**src/rtl/pipe_pkg.sv**
```systemverilog
// Shared pipeline encodings for the RV32I datapath: writeback source select
// codes, load funct3 encodings and register-address width.
package pipe_pkg;

  localparam int unsigned REG_ADDR_W = 5;

  typedef logic [1:0] wb_sel_t;

  localparam wb_sel_t WB_SEL_ALU  = 2'b00;
  localparam wb_sel_t WB_SEL_LOAD = 2'b01;
  localparam wb_sel_t WB_SEL_PC4  = 2'b10;
  localparam wb_sel_t WB_SEL_RSV  = 2'b11;

  localparam logic [2:0] F3_LB  = 3'b000;
  localparam logic [2:0] F3_LH  = 3'b001;
  localparam logic [2:0] F3_LW  = 3'b010;
  localparam logic [2:0] F3_LBU = 3'b100;
  localparam logic [2:0] F3_LHU = 3'b101;

endpackage

```
**src/rtl/load_align.sv**
```systemverilog
// load_align: purely combinational load data extraction and extension.
// Ports:
//   funct3  - RV32I load encoding (LB/LH/LW/LBU/LHU)
//   offset  - byte offset within the word (address bits [1:0])
//   word    - raw aligned 32-bit word from data memory
//   result  - aligned, sign-/zero-extended load value
// Halfword loads use offset[1] only; offset[0] is ignored (no misalign trap).
// Undefined funct3 encodings pass the full word through unshifted.
module load_align
  import pipe_pkg::*;
(
  input  logic [2:0]  funct3,
  input  logic [1:0]  offset,
  input  logic [31:0] word,
  output logic [31:0] result
);

  logic [7:0]  byte_sel;
  logic [15:0] half_sel;

  // Byte and halfword lane pick
  always_comb begin
    byte_sel = word[7:0];
    case (offset)
      2'd0:    byte_sel = word[7:0];
      2'd1:    byte_sel = word[15:8];
      2'd2:    byte_sel = word[23:16];
      default: byte_sel = word[31:24];
    endcase
    half_sel = offset[1] ? word[31:16] : word[15:0];
  end

  // Extension per load type
  always_comb begin
    result = word;
    case (funct3)
      F3_LB:   result = {{24{byte_sel[7]}}, byte_sel};
      F3_LBU:  result = {24'd0, byte_sel};
      F3_LH:   result = {{16{half_sel[15]}}, half_sel};
      F3_LHU:  result = {16'd0, half_sel};
      F3_LW:   result = word;
      default: result = word;
    endcase
  end

endmodule

```
**src/rtl/mem_wb_stage.sv**
```systemverilog
// mem_wb_stage: MEM/WB pipeline register plus writeback source selection.
// Captures MEM-stage results each cycle and drives the register file write
// port one cycle later. Update priority: rst > flush > stall > load.
// Ports:
//   clk, rst            - clock, asynchronous active-high reset
//   mem_*               - MEM-stage instruction fields and data
//   stall, flush        - hazard unit controls (flush wins over stall)
//   wb_valid            - WB register holds a real instruction
//   wb_wr_en/addr/data  - register file write port
//   instret             - 64-bit retired count (only with MEM_WB_INSTRET_EN)
// Optional feature macro: MEM_WB_INSTRET_EN adds the instret port and counter.
module mem_wb_stage
  import pipe_pkg::*;
#(
  parameter int unsigned XLEN = 32
) (
  input  logic                  clk,
  input  logic                  rst,
  input  logic                  mem_valid,
  input  logic                  mem_reg_wr,
  input  logic [REG_ADDR_W-1:0] mem_rd_addr,
  input  logic [1:0]            mem_wb_sel,
  input  logic [2:0]            mem_funct3,
  input  logic [XLEN-1:0]       mem_alu_result,
  input  logic [XLEN-1:0]       mem_load_data,
  input  logic [XLEN-1:0]       mem_pc_plus4,
  input  logic                  stall,
  input  logic                  flush,
  output logic                  wb_valid,
  output logic                  wb_wr_en,
  output logic [REG_ADDR_W-1:0] wb_wr_addr,
  output logic [XLEN-1:0]       wb_wr_data
`ifdef MEM_WB_INSTRET_EN
  ,
  output logic [63:0]           instret
`endif
);

  logic [XLEN-1:0] load_val;
  logic [XLEN-1:0] next_data;
  logic            next_wr_en;
  logic            load_en;

  load_align u_load_align (
    .funct3 (mem_funct3),
    .offset (mem_alu_result[1:0]),
    .word   (mem_load_data),
    .result (load_val)
  );

  // Writeback source select
  always_comb begin
    next_data = '0;
    case (wb_sel_t'(mem_wb_sel))
      WB_SEL_ALU:  next_data = mem_alu_result;
      WB_SEL_LOAD: next_data = load_val;
      WB_SEL_PC4:  next_data = mem_pc_plus4;
      WB_SEL_RSV:  next_data = '0;
      default:     next_data = '0;
    endcase
  end

  // x0 is hardwired zero, so it never gets a write strobe
  assign next_wr_en = mem_valid & mem_reg_wr & (mem_rd_addr != REG_ADDR_W'(0));
  assign load_en    = ~flush & ~stall;

  // WB pipeline register
  always_ff @(posedge clk or posedge rst) begin
    if (rst) begin
      wb_valid   <= 1'b0;
      wb_wr_en   <= 1'b0;
      wb_wr_addr <= '0;
      wb_wr_data <= '0;
    end else if (flush) begin
      wb_valid   <= 1'b0;
      wb_wr_en   <= 1'b0;
      wb_wr_addr <= '0;
      wb_wr_data <= '0;
    end else if (load_en) begin
      wb_valid   <= mem_valid;
      wb_wr_en   <= next_wr_en;
      wb_wr_addr <= mem_rd_addr;
      wb_wr_data <= next_data;
    end
  end

`ifdef MEM_WB_INSTRET_EN
  // Retired-instruction counter; wraps naturally at 2^64
  always_ff @(posedge clk or posedge rst) begin
    if (rst) begin
      instret <= 64'd0;
    end else if (load_en && mem_valid) begin
      instret <= instret + 64'd1;
    end
  end
`endif

endmodule
```
**config.mk**
```make
export PLATFORM = sky130hd
export DESIGN_NAME = mem_wb_stage
export DESIGN_NICKNAME = d
export VERILOG_FILES = /design/src/rtl/pipe_pkg.sv /design/src/rtl/load_align.sv /design/src/rtl/mem_wb_stage.sv
export SDC_FILE = /design/constraint.sdc
export NUM_CORES = 1
export LEC_CHECK = 0
export ABC_AREA = 1
export BUFFER_PORTS_ARGS = -buffer_cell sky130_fd_sc_hd__clkbuf_2
export CORE_ASPECT_RATIO = 0.8
export CORE_MARGIN = 2
export CORE_UTILIZATION = 40
export CTS_BUF_LIST = sky130_fd_sc_hd__clkbuf_4 sky130_fd_sc_hd__clkbuf_8 sky130_fd_sc_hd__clkbuf_16
export DETAILED_ROUTE_END_ITERATION = 16
export PLACE_DENSITY = 0.81
export SLEW_MARGIN = 0
export SYNTH_ARGS = -nofsm -noshare
export SYNTH_HDL_FRONTEND = slang
export SYNTH_SLANG_ARGS = --single-unit
```
**constraint.sdc**
```tcl
create_clock -name clk -period 2.35 [get_ports clk]
set_input_delay 0.235 -clock clk [delete_from_list [all_inputs] [get_ports clk]]
set_output_delay 0.235 -clock clk [all_outputs]
set_load 0.02 [all_outputs]
```
# Word-level counts from Yosys, hierarchy flattened
# Cells that the tools add are included.
dict set report classes {
  muxes 12
  bitwise 5
  n_eq_ne 8
  mul 0
  div_mod_pow 0
  reduce_logical 5
  n_addsub 0
  n_lt_le_gt_ge 0
  n_shift 0
}
# cell n
set op_table {}
lappend op_table {{$pmux W32 S4} 2}
lappend op_table {{$mux W32} 2}
lappend op_table {{$pmux W8 S3} 1}
lappend op_table {{$mux W16} 1}
lappend op_table {{$mux W5} 2}
lappend op_table {{$eq A2 B2 Y1 const B} 3}
lappend op_table {{$eq A3 B3 Y1 const B} 2}
lappend op_table {{$reduce_bool A5 Y1} 1}
lappend op_table {{$eq A2 B1 Y1 const B} 2}
lappend op_table {{$logic_not A2 Y1} 2}
lappend op_table {{$mux W1} 4}
lappend op_table {{$and A1 B1 Y1} 3}
lappend op_table {{$eq A3 B1 Y1 const B} 1}
lappend op_table {{$logic_not A3 Y1} 1}
lappend op_table {{$not A1 Y1} 2}
lappend op_table {{$reduce_bool A2 Y1} 1}
dict set report totals {
  ramBits 0
  latch_bits 0
  wordCells 34
  rom_bits 0
  output_inout_bits 39
  ff_bits 39
  in_bits 112
  mem_count 0
}

# Longest topological paths before layout
# Gate-level depths: netlist (run 1).
dict set report logic_depth {
  ltp_word 6
  ltp_mapped 13
  depth_no_buf 11
}

# Hierarchy
# From an unflattened synthesis (run 1), not the netlist that was laid out.
dict set report unflattened {
  cells_unflattened 513
  hier_area_um2 3156.8
}
# module area_each_um2 n_inst cells_per_inst
set modules_own_cells {}
lappend modules_own_cells {mem_wb_stage 2260.9 1 321}
lappend modules_own_cells {load_align 895.9 1 192}

# Least setup slack after synthesis (run 1)
# OpenSTA, ideal clock, no wires.
dict set report synth_path {
  path_type {input to register}
  start {in mem_alu_result[1]}
  end {reg wb_wr_data[31]}
  path_buffers 2
  setup_ns 0.116
  path_slack_ns 1.027
  t_arrival_ns 1.207
  path_stages 11
  path_cell_list {buf_2 inv_2 nand2_1 nand2_1 a21oi_1 nand2_4 buf_12 nand2_2 nand2_1 nand2_1 nand2_1}
}
dict set report synth_via {
  elab_chain_cells 6
  elab_cells_between_ends 9
  cone_classes {2 x eq/ne; 6 x mux; 1 x reduce/logical}
}
# item line_no
set synth_lines {}
lappend synth_lines {{from (decl)} mem_wb_stage.sv:24} ;# input logic [XLEN-1:0] mem_alu_result,
lappend synth_lines {{$eq A2 B2 Y1 (tied with other cells)} load_align.sv:24} ;# case (offset)
lappend synth_lines {{$pmux W8 S3} load_align.sv:24}
lappend synth_lines {{$pmux W32 S4 *} load_align.sv:36} ;# case (funct3)
lappend synth_lines {{$pmux W32 S4 *} mem_wb_stage.sv:54} ;# case (wb_sel_t'(mem_wb_sel))
lappend synth_lines {{$mux W32 *} mem_wb_stage.sv:79} ;# end else if (load_en) begin
lappend synth_lines {{$mux W32 *} mem_wb_stage.sv:74} ;# end else if (flush) begin
lappend synth_lines {{to (signal assigned)} mem_wb_stage.sv:83} ;# wb_wr_data <= next_data;
lappend synth_lines {{to (decl)} mem_wb_stage.sv:32} ;# output logic [XLEN-1:0] wb_wr_data
# Mark *: on every way between the ends. The rest lies on a longest branch, timed or not. The select of a mux whose other input is x is not followed.
# A chain may end at the register's enable or synchronous reset.

# Final worst setup path (run 1)
dict set report layout_path {
  start {in mem_funct3[1]}
  end {reg wb_wr_data[19]}
}
dict set report layout_via {
  elab_chain_cells 5
  elab_cells_between_ends 8
  cone_classes {3 x eq/ne; 4 x mux; 1 x reduce/logical}
}
# item line_no
set layout_lines {}
lappend layout_lines {{from (decl)} mem_wb_stage.sv:23} ;# input logic [2:0] mem_funct3,
lappend layout_lines {{$eq A3 B3 Y1 (tied with other cells)} load_align.sv:36}
lappend layout_lines {{$pmux W32 S4 *} load_align.sv:36}
lappend layout_lines {{$pmux W32 S4 *} mem_wb_stage.sv:54}
lappend layout_lines {{$mux W32 *} mem_wb_stage.sv:79}
lappend layout_lines {{$mux W32 *} mem_wb_stage.sv:74}
# Marks and branches as above.

==> results.txt, run 1 <==
----------------------------------------------------
[Outcome]
  Result of the run ... finished, final reports clean

[Die]
  Die boundary width ... 99.5 um
  Full die area ... 0.00799 mm^2
  Area of the core region ... 0.00696 mm^2
  Number of placement rows ... 27
  I/O pin count ... 151
  Die height ... 80.4 um
  Starting density of the core ... 41.9%

[Place]
  Inst Count DP ... 720
  IO buf count ... 150
  Global placer's final weighted congestion ... 0.951
  HPWL reported at the end of detailed placement ... 8.42 mm

[Drt]
  DRC errors left ... 0
  Routed length per placed instance ... 14.7 um
  Number of search-and-repair iterations in the first detailed-routing pass ... 4
  Via count normalized by instance count ... 4.96
  Post-Route WL ... 10.7 mm
  Number of nets with antenna violations after routing ... 0
  Vias ... 3,613
  Number of violations reported at the end of detailed-routing iteration 0 ... 170

[Global routing]
  First-pass GRT wire length ... 17.1 mm
  Leftover overflow at the end of global routing ... 0
  Vias in the first global route ... 3,542
  Pin count of the biggest net entering global routing ... 40
  Number of antenna violations at the first check in global routing ... 0
  Global Route Usage Sum ... 27.3%

[Critical path]
  Data required time at the worst endpoint ... 2590 ps
  Category of the worst setup path launch point ... input pin
  Maximum fanout along the worst path ... 16
  Sort of element at the end of the critical path ... flop
  Worst Path Arrival ... 1640 ps
  Critical path class ... input pin to flop

[Yosys]
  Part of the Yosys area used for sequential elements ... 33.5%
  Post-synthesis cell type count ... 22
  YS warnings ... 0
  Gate Count Post-Synth ... 496
  Share of Yosys cell area claimed by the top area cell type ... 33.5%
  Cell type contributing the most total cell area after synthesis ... dfrtp_1
  Post-synthesis cell area ... 0.00292 mm^2
  Leading cell types by total area after synthesis ... dfrtp_1 33%, nand2_1 29%, nor2_1 6.6%, inv_1 5.9%, o21ai_0 5.0%
  Number of synthesized register bits ... 39
  Post-Synthesis Mean Instance Area ... 5.88 um^2
  Number of nets in the synthesized netlist ... 608

[STA]
  Actual slew at the worst max-slew pin ... 625 ps
  RSZ-0062 raised after global routing ... false
  Worst hold slack across all endpoints ... 15.6 ps
  Slew Viols, Final ... 0
  Slew headroom ... 58.3%
  Achievable Freq ... 711 MHz
  Hold Fails Final Rpt ... 0
  Final Skew ... 0 ps
  Final worst-path cycle share ... 59.8%
  Final number of setup-violating endpoints ... 0
  Summed negative setup slack over all endpoints ... 0 ps
  Final critical path time including I/O delays and setup ... 1410 ps

[Clock network]
  Max Root-Sink Buffers ... 2
  Number of setup buffers added after CTS ... 0
  Number of instances resized during post-cts repair ... 0
  Clock buffers created by TritonCTS ... 5
  Root buffer cell ... clkbuf_8
  Clk sinks ... 39
  Clock-pin slew reported for the worst setup and hold paths after clock tree synthesis ... 90 ps
  TritonCTS clock tree ... yes
  H-tree Lvls ... 2
  Hold-fix buffers, CTS ... 0
  Later-pin clock latency in the skew report ... 310 ps

[Power and ir drop]
  Leakage ... 2.45 nW
  VDD IR-drop max ... 266 uV
  Total power per unit cell area ... 477 mW/mm^2

[Cells and area]
  Number of nets in the finished design ... 752
  Share of the core filled with cells ... 55.4%
  Area growth from synthesis to layout ... 32.3%
  Most common library cell in the layout ignoring fill and taps ... nand2_1
  Inserted Diodes ... 0
  Ratio of cells with drive above 1 in the final layout ... 29.5%
  Non-filler cells, final ... 728
  Highest-count cells in the layout ignoring fill and taps ... 229 x nand2_1, 150 x clkbuf_2, 50 x nor2_1, 46 x inv_1, 39 x dfrtp_1

[Flow run]
  Max-cap check violation count ... 0

[Worst hold path]
  Worst min-delay path class ... input pin to asynchronous set/reset pin

----------------------------------------------------
cells by family (layout without fill, tap and decap cells):
logic type / Yosys count / after routing / synth area share [%]
AND/OR/NAND/NOR: 325 / 325 / 45.3
AO/OA/AOI/OAI: 59 / 59 / 11.0
buffers and inverters: 73 / 218 / 10.3
flip-flops: 39 / 39 / 33.5
synth_stat cells:
cell	count
nand2_1	229
nor2_1	51
inv_1	46
dfrtp_1	39
o21ai_0	29
nand3_1	24
a21oi_1	21
clkbuf_1	13
nand2_2	12
buf_2	7
o211ai_1	4
a22o_1	3
buf_1	3
inv_2	3
nand2_4	3
nand4_1	2
or2_0	2
a211oi_1	1
a31oi_1	1
buf_12	1
nor2_4	1
nor3_1	1
layer usage:
metal	global-route usage, %	routed length (um)	vias up
li1	-	-	1805
met1	35.7	4580	1651
met2	48.0	5140	140
met3	3.92	774	17
met4	6.58	170	0
met5	0	0	-
worst max-delay path, cell delays in order:
cell and delay [ps]:
clkbuf_2 210, inv_2 190, nand2_4 120, nor2_1 100, nand2_1 70, nand2_2 90
nand2_4 110, nand2_4 230, nand2_2 70, nand2_1 70, nand2_1 70, nand2_1 70
sequential cells by signal, indices dropped and copies added, names as in the netlist:
register / flops
wb_wr_data: 32
wb_valid: 1
wb_wr_addr: 5
wb_wr_en: 1
layout make-up:
cell class	instances	area, um^2
clock buffer	5	68.8
inverter	49	184
sequential	39	976
timing repair buffer	161	833
fill	737	3100
tap	87	109
clock inverter	3	43.8
multi-input combinational	384	1640
metrics by stage:
stage	setup WS [ps]	total power, mW	cell area [um^2]
floorplan	1030	1.04	2920
global route	826	1.94	3860
CTS	971	1.84	3860
global placement	681	1.27	3750
detailed placement	655	1.27	3750
finish	944	1.84	3860
power breakdown:
group | internal, mW | switching (mW)
logic | 0.191 | 0.332
clock network | 0.317 | 0.264
registers | 0.709 | 0.0259
total | 1.22 | 0.622
worst paths after layout:
check	slack [ps]	start	endpoint	cells past startpoint
max	940	mem_funct3[1]	wb_wr_data[19]$_DFFE_PP0P_	12
min	20	rst	wb_wr_data[11]$_DFFE_PP0P_	3
min in group clk	150	mem_reg_wr	wb_wr_en$_DFFE_PP0P_	3
max in group asynchronous	1970	rst	wb_wr_data[26]$_DFFE_PP0P_	3
min reg2reg	490	wb_wr_data[9]$_DFFE_PP0P_	wb_wr_data[9]$_DFFE_PP0P_	2
max reg2reg	1650	wb_valid$_DFFE_PP0P_	wb_valid$_DFFE_PP0P_	1
No activity file was read; power rests on OpenSTA's default activity.
==> run 2: changes to the inputs <==
==> constraint.sdc (replaced) <==
create_clock -name clk -period 1.3 [get_ports clk]
set_input_delay 0.13 -clock clk [delete_from_list [all_inputs] [get_ports clk]]
set_output_delay 0.13 -clock clk [all_outputs]
set_load 0.02 [all_outputs]
==> run 2 against run 1 <==
  * Global-route usage up 0.53 points
  * Clock skew unchanged
  * Combinational power is 91% higher
  * Power is 95% higher
  * Sequential power up 81%
  * Sequential share of layout area down 1.3 points
  * Clock power grew 120%
  * Routed wire length up 2.1%
  * Non-clock buffer count up 21
  * Critical path depth unchanged
  * Largest power group unchanged
==> results.txt, run 2 (synthesized netlist as in run 1, its figures left out) <==
----------------------------------------------------
[STA]
  Slew Viols, Final ... 0 (unchanged)
  Actual slew at the worst max-slew pin ... 497 ps (was 625 ps)
  Final number of setup-violating endpoints ... 0 (unchanged)
  Worst Slack Setup Final ... 231 ps (was 944 ps)
  Final critical path time including I/O delays and setup ... 1070 ps
  Achievable Freq ... 936 MHz
  Hold Fails Final Rpt ... 0 (unchanged)
  Final worst-path cycle share ... 82.2%
  RSZ-0062 raised after global routing ... false (unchanged)
  Final Skew ... 0 ps (unchanged)
  Summed negative setup slack over all endpoints ... 0 ps (unchanged)
  Slew headroom ... 66.9% (was 58.3%)

[Clock network]
  Root buffer cell ... clkbuf_8 (unchanged)
  TritonCTS clock tree ... yes (unchanged)
  Clk sinks ... 39 (unchanged)
  H-tree Lvls ... 2 (unchanged)
  Clock buffers created by TritonCTS ... 5 (unchanged)
  Number of setup buffers added after CTS ... 0 (unchanged)
  Later-pin clock latency in the skew report ... 300 ps (was 310 ps)
  Clock-pin slew reported for the worst setup and hold paths after clock tree synthesis ... 80 ps (was 90 ps)
  Max Root-Sink Buffers ... 2 (unchanged)

[Global routing]
  Vias in the first global route ... 3,664 (was 3,542)
  Global Route Usage Sum ... 27.9% (was 27.3%)
  Pin count of the biggest net entering global routing ... 40 (unchanged)
  Number of antenna violations at the first check in global routing ... 0 (unchanged)
  First-pass GRT wire length ... 17.3 mm (was 17.1 mm)
  Leftover overflow at the end of global routing ... 0 (unchanged)

[Critical path]
  Most Frequent Cell on Critical Path ... nand2_1 (unchanged)
  Critical path's largest stage delay ... 210 ps (was 230 ps)
  Category of the worst setup path launch point ... input pin (unchanged)
  Critical-path cell list ... clkbuf_2, inv_2, nand2_4, nor2_1, nand2_1, nand2_2, nand2_4, nand2_4, nand2_2, nand2_1, nand2_1, nand2_1 (unchanged)
  Slowest CP cell ... nand2_4 (unchanged)
  Worst Path Arrival ... 1310 ps (was 1640 ps)
  Critical path class ... input pin to flop (unchanged)
  Data required time at the worst endpoint ... 1550 ps (was 2590 ps)
  Flop2flop setup slack ... 600 ps (was 1650 ps)
  Sort of element at the end of the critical path ... flop (unchanged)
  Gate family responsible for the most delay along the worst path ... simple AND/OR/NAND/NOR gates (unchanged)
  Maximum fanout along the worst path ... 16 (unchanged)
  Combined buffer and inverter count along the critical path ... 2 (unchanged)

[Cells and area]
  Flip-flop count of the largest register after layout ... 32 (unchanged)
  Most common library cell in the layout ignoring fill and taps ... nand2_1 (unchanged)
  Filler Cells Inserted ... 717 (was 737)
  Number of nets in the finished design ... 773 (was 752)
  Area growth from synthesis to layout ... 39.5% (was 32.3%)
  Inserted Diodes ... 0 (unchanged)
  Cell area after layout ... 0.00407 mm^2 (was 0.00386 mm^2)
  Largest register by flop count ... wb_wr_data (unchanged)
  Registers with the highest flip-flop counts ... wb_wr_data x32, wb_wr_addr x5 (unchanged)
  Highest-count cells in the layout ignoring fill and taps ... 229 x nand2_1, 150 x clkbuf_2, 50 x nor2_1, 46 x inv_1, 39 x dfrtp_1 (unchanged)
  Ratio of cells with drive above 1 in the final layout ... 31.6% (was 29.5%)
  Share of the core filled with cells ... 58.5% (was 55.4%)

[Drt]
  Via count normalized by instance count ... 5.08 (was 4.96)
  Post-Route WL ... 10.9 mm (was 10.7 mm)
  Number of search-and-repair iterations in the first detailed-routing pass ... 5 (was 4)
  Vias ... 3,805 (was 3,613)
  DRC errors left ... 0 (unchanged)
  Number of nets with antenna violations after routing ... 0 (unchanged)
  Routed length per placed instance ... 14.5 um (was 14.7 um)
  Number of violations reported at the end of detailed-routing iteration 0 ... 197 (was 170)

[Outcome]
  Result of the run ... finished, final reports clean (unchanged)

[Worst hold path]
  Worst min-delay path class ... input pin to flop (was input pin to asynchronous set/reset pin)

[Flow run]
  Max-cap check violation count ... 0 (unchanged)

[Die]
  Area of the core region ... 0.00696 mm^2 (unchanged)
  I/O pin count ... 151 (unchanged)
  Number of placement rows ... 27 (unchanged)
  Die height ... 80.4 um (unchanged)
  Starting density of the core ... 41.9% (unchanged)
  Full die area ... 0.00799 mm^2 (unchanged)
  Die boundary width ... 99.5 um (unchanged)

[Place]
  Post-placement cell area ... 0.00392 mm^2 (was 0.00375 mm^2)
  Global placer's final weighted congestion ... 0.952 (was 0.951)
  HPWL reported at the end of detailed placement ... 8.77 mm (was 8.42 mm)
  IO buf count ... 150 (unchanged)
  Minimum setup slack after placement ... -61.2 ps (was 655 ps)

[Power and ir drop]
  Leakage ... 2.57 nW (was 2.45 nW)
  VDD IR-drop max ... 441 uV (was 266 uV)
  Total power per unit cell area ... 881 mW/mm^2 (was 477 mW/mm^2)

----------------------------------------------------
## run 2: cell types whose count changed in the layout (fill, tap and decap cells not counted), sizes merged
cell,delta
buf,+20
clkinv,-2
bufinv,+1
clkbuf,+1
dlygate4sd3,+1
## run 2: layout make-up
type / instances / area, um^2 / area share (%)
Multi-Input combinational cell: 384 / 1640 / 40.4
Timing Repair Buffer: 182 / 1020 / 25.0
Sequential cell: 39 / 976 / 24.0
Inverter: 49 / 184 / 4.52
Tap cell: 87 / 109 / 2.68
Clock buffer: 6 / 76.3 / 1.88
Clock inverter: 2 / 60.1 / 1.48
## run 2: path summary, 6_finish.rpt
| kind | startpoint | end | cells past startpoint |
|---|---|---|---|
| setup / recovery | mem_funct3[1] | wb_wr_data[16]$_DFFE_PP0P_ | 12 |
| hold / removal | mem_reg_wr | wb_wr_en$_DFFE_PP0P_ | 3 |
| setup reg to reg | wb_valid$_DFFE_PP0P_ | wb_valid$_DFFE_PP0P_ | 1 |
| hold reg to reg | wb_wr_data[13]$_DFFE_PP0P_ | wb_wr_data[13]$_DFFE_PP0P_ | 2 |
| max in group asynchronous | rst | wb_wr_data[20]$_DFFE_PP0P_ | 4 |
| min in group asynchronous | rst | wb_wr_data[1]$_DFFE_PP0P_ | 4 |
## run 2: metrics by stage
step                      hold slack, ps  instances  power (mW)
final                               52.1        749        3.58
after detailed placement             258        740        2.34
after global routing                75.7        749        3.75
after floorplan                      275        496        1.89
after global placement               251        740        2.33
after CTS                           52.0        749        3.58
## run 2: layer usage
| layer | GRT usage, % | wire, um |
|---|---|---|
| met1 | 35.8 | 4620 |
| met2 | 47.8 | 5100 |
| met3 | 5.22 | 890 |
| met4 | 8.49 | 282 |
| met5 | 0 | 0 |
## run 2: power by group
part	switching [mW]	total [mW]	leakage [nW]	internal, mW
Sequential	0.0440	1.33	0.526	1.28
Clock	0.464	1.25	0.0688	0.788
Combinational	0.613	1.00	1.97	0.392
Total	1.12	3.58	2.57	2.46
## run 2: timing repair
action	in CTS	in global routing
gates resized for setup	0	0
endpoints found under the setup margin	0	0
hold buffers	1	0
hold endpoints to repair	39	0
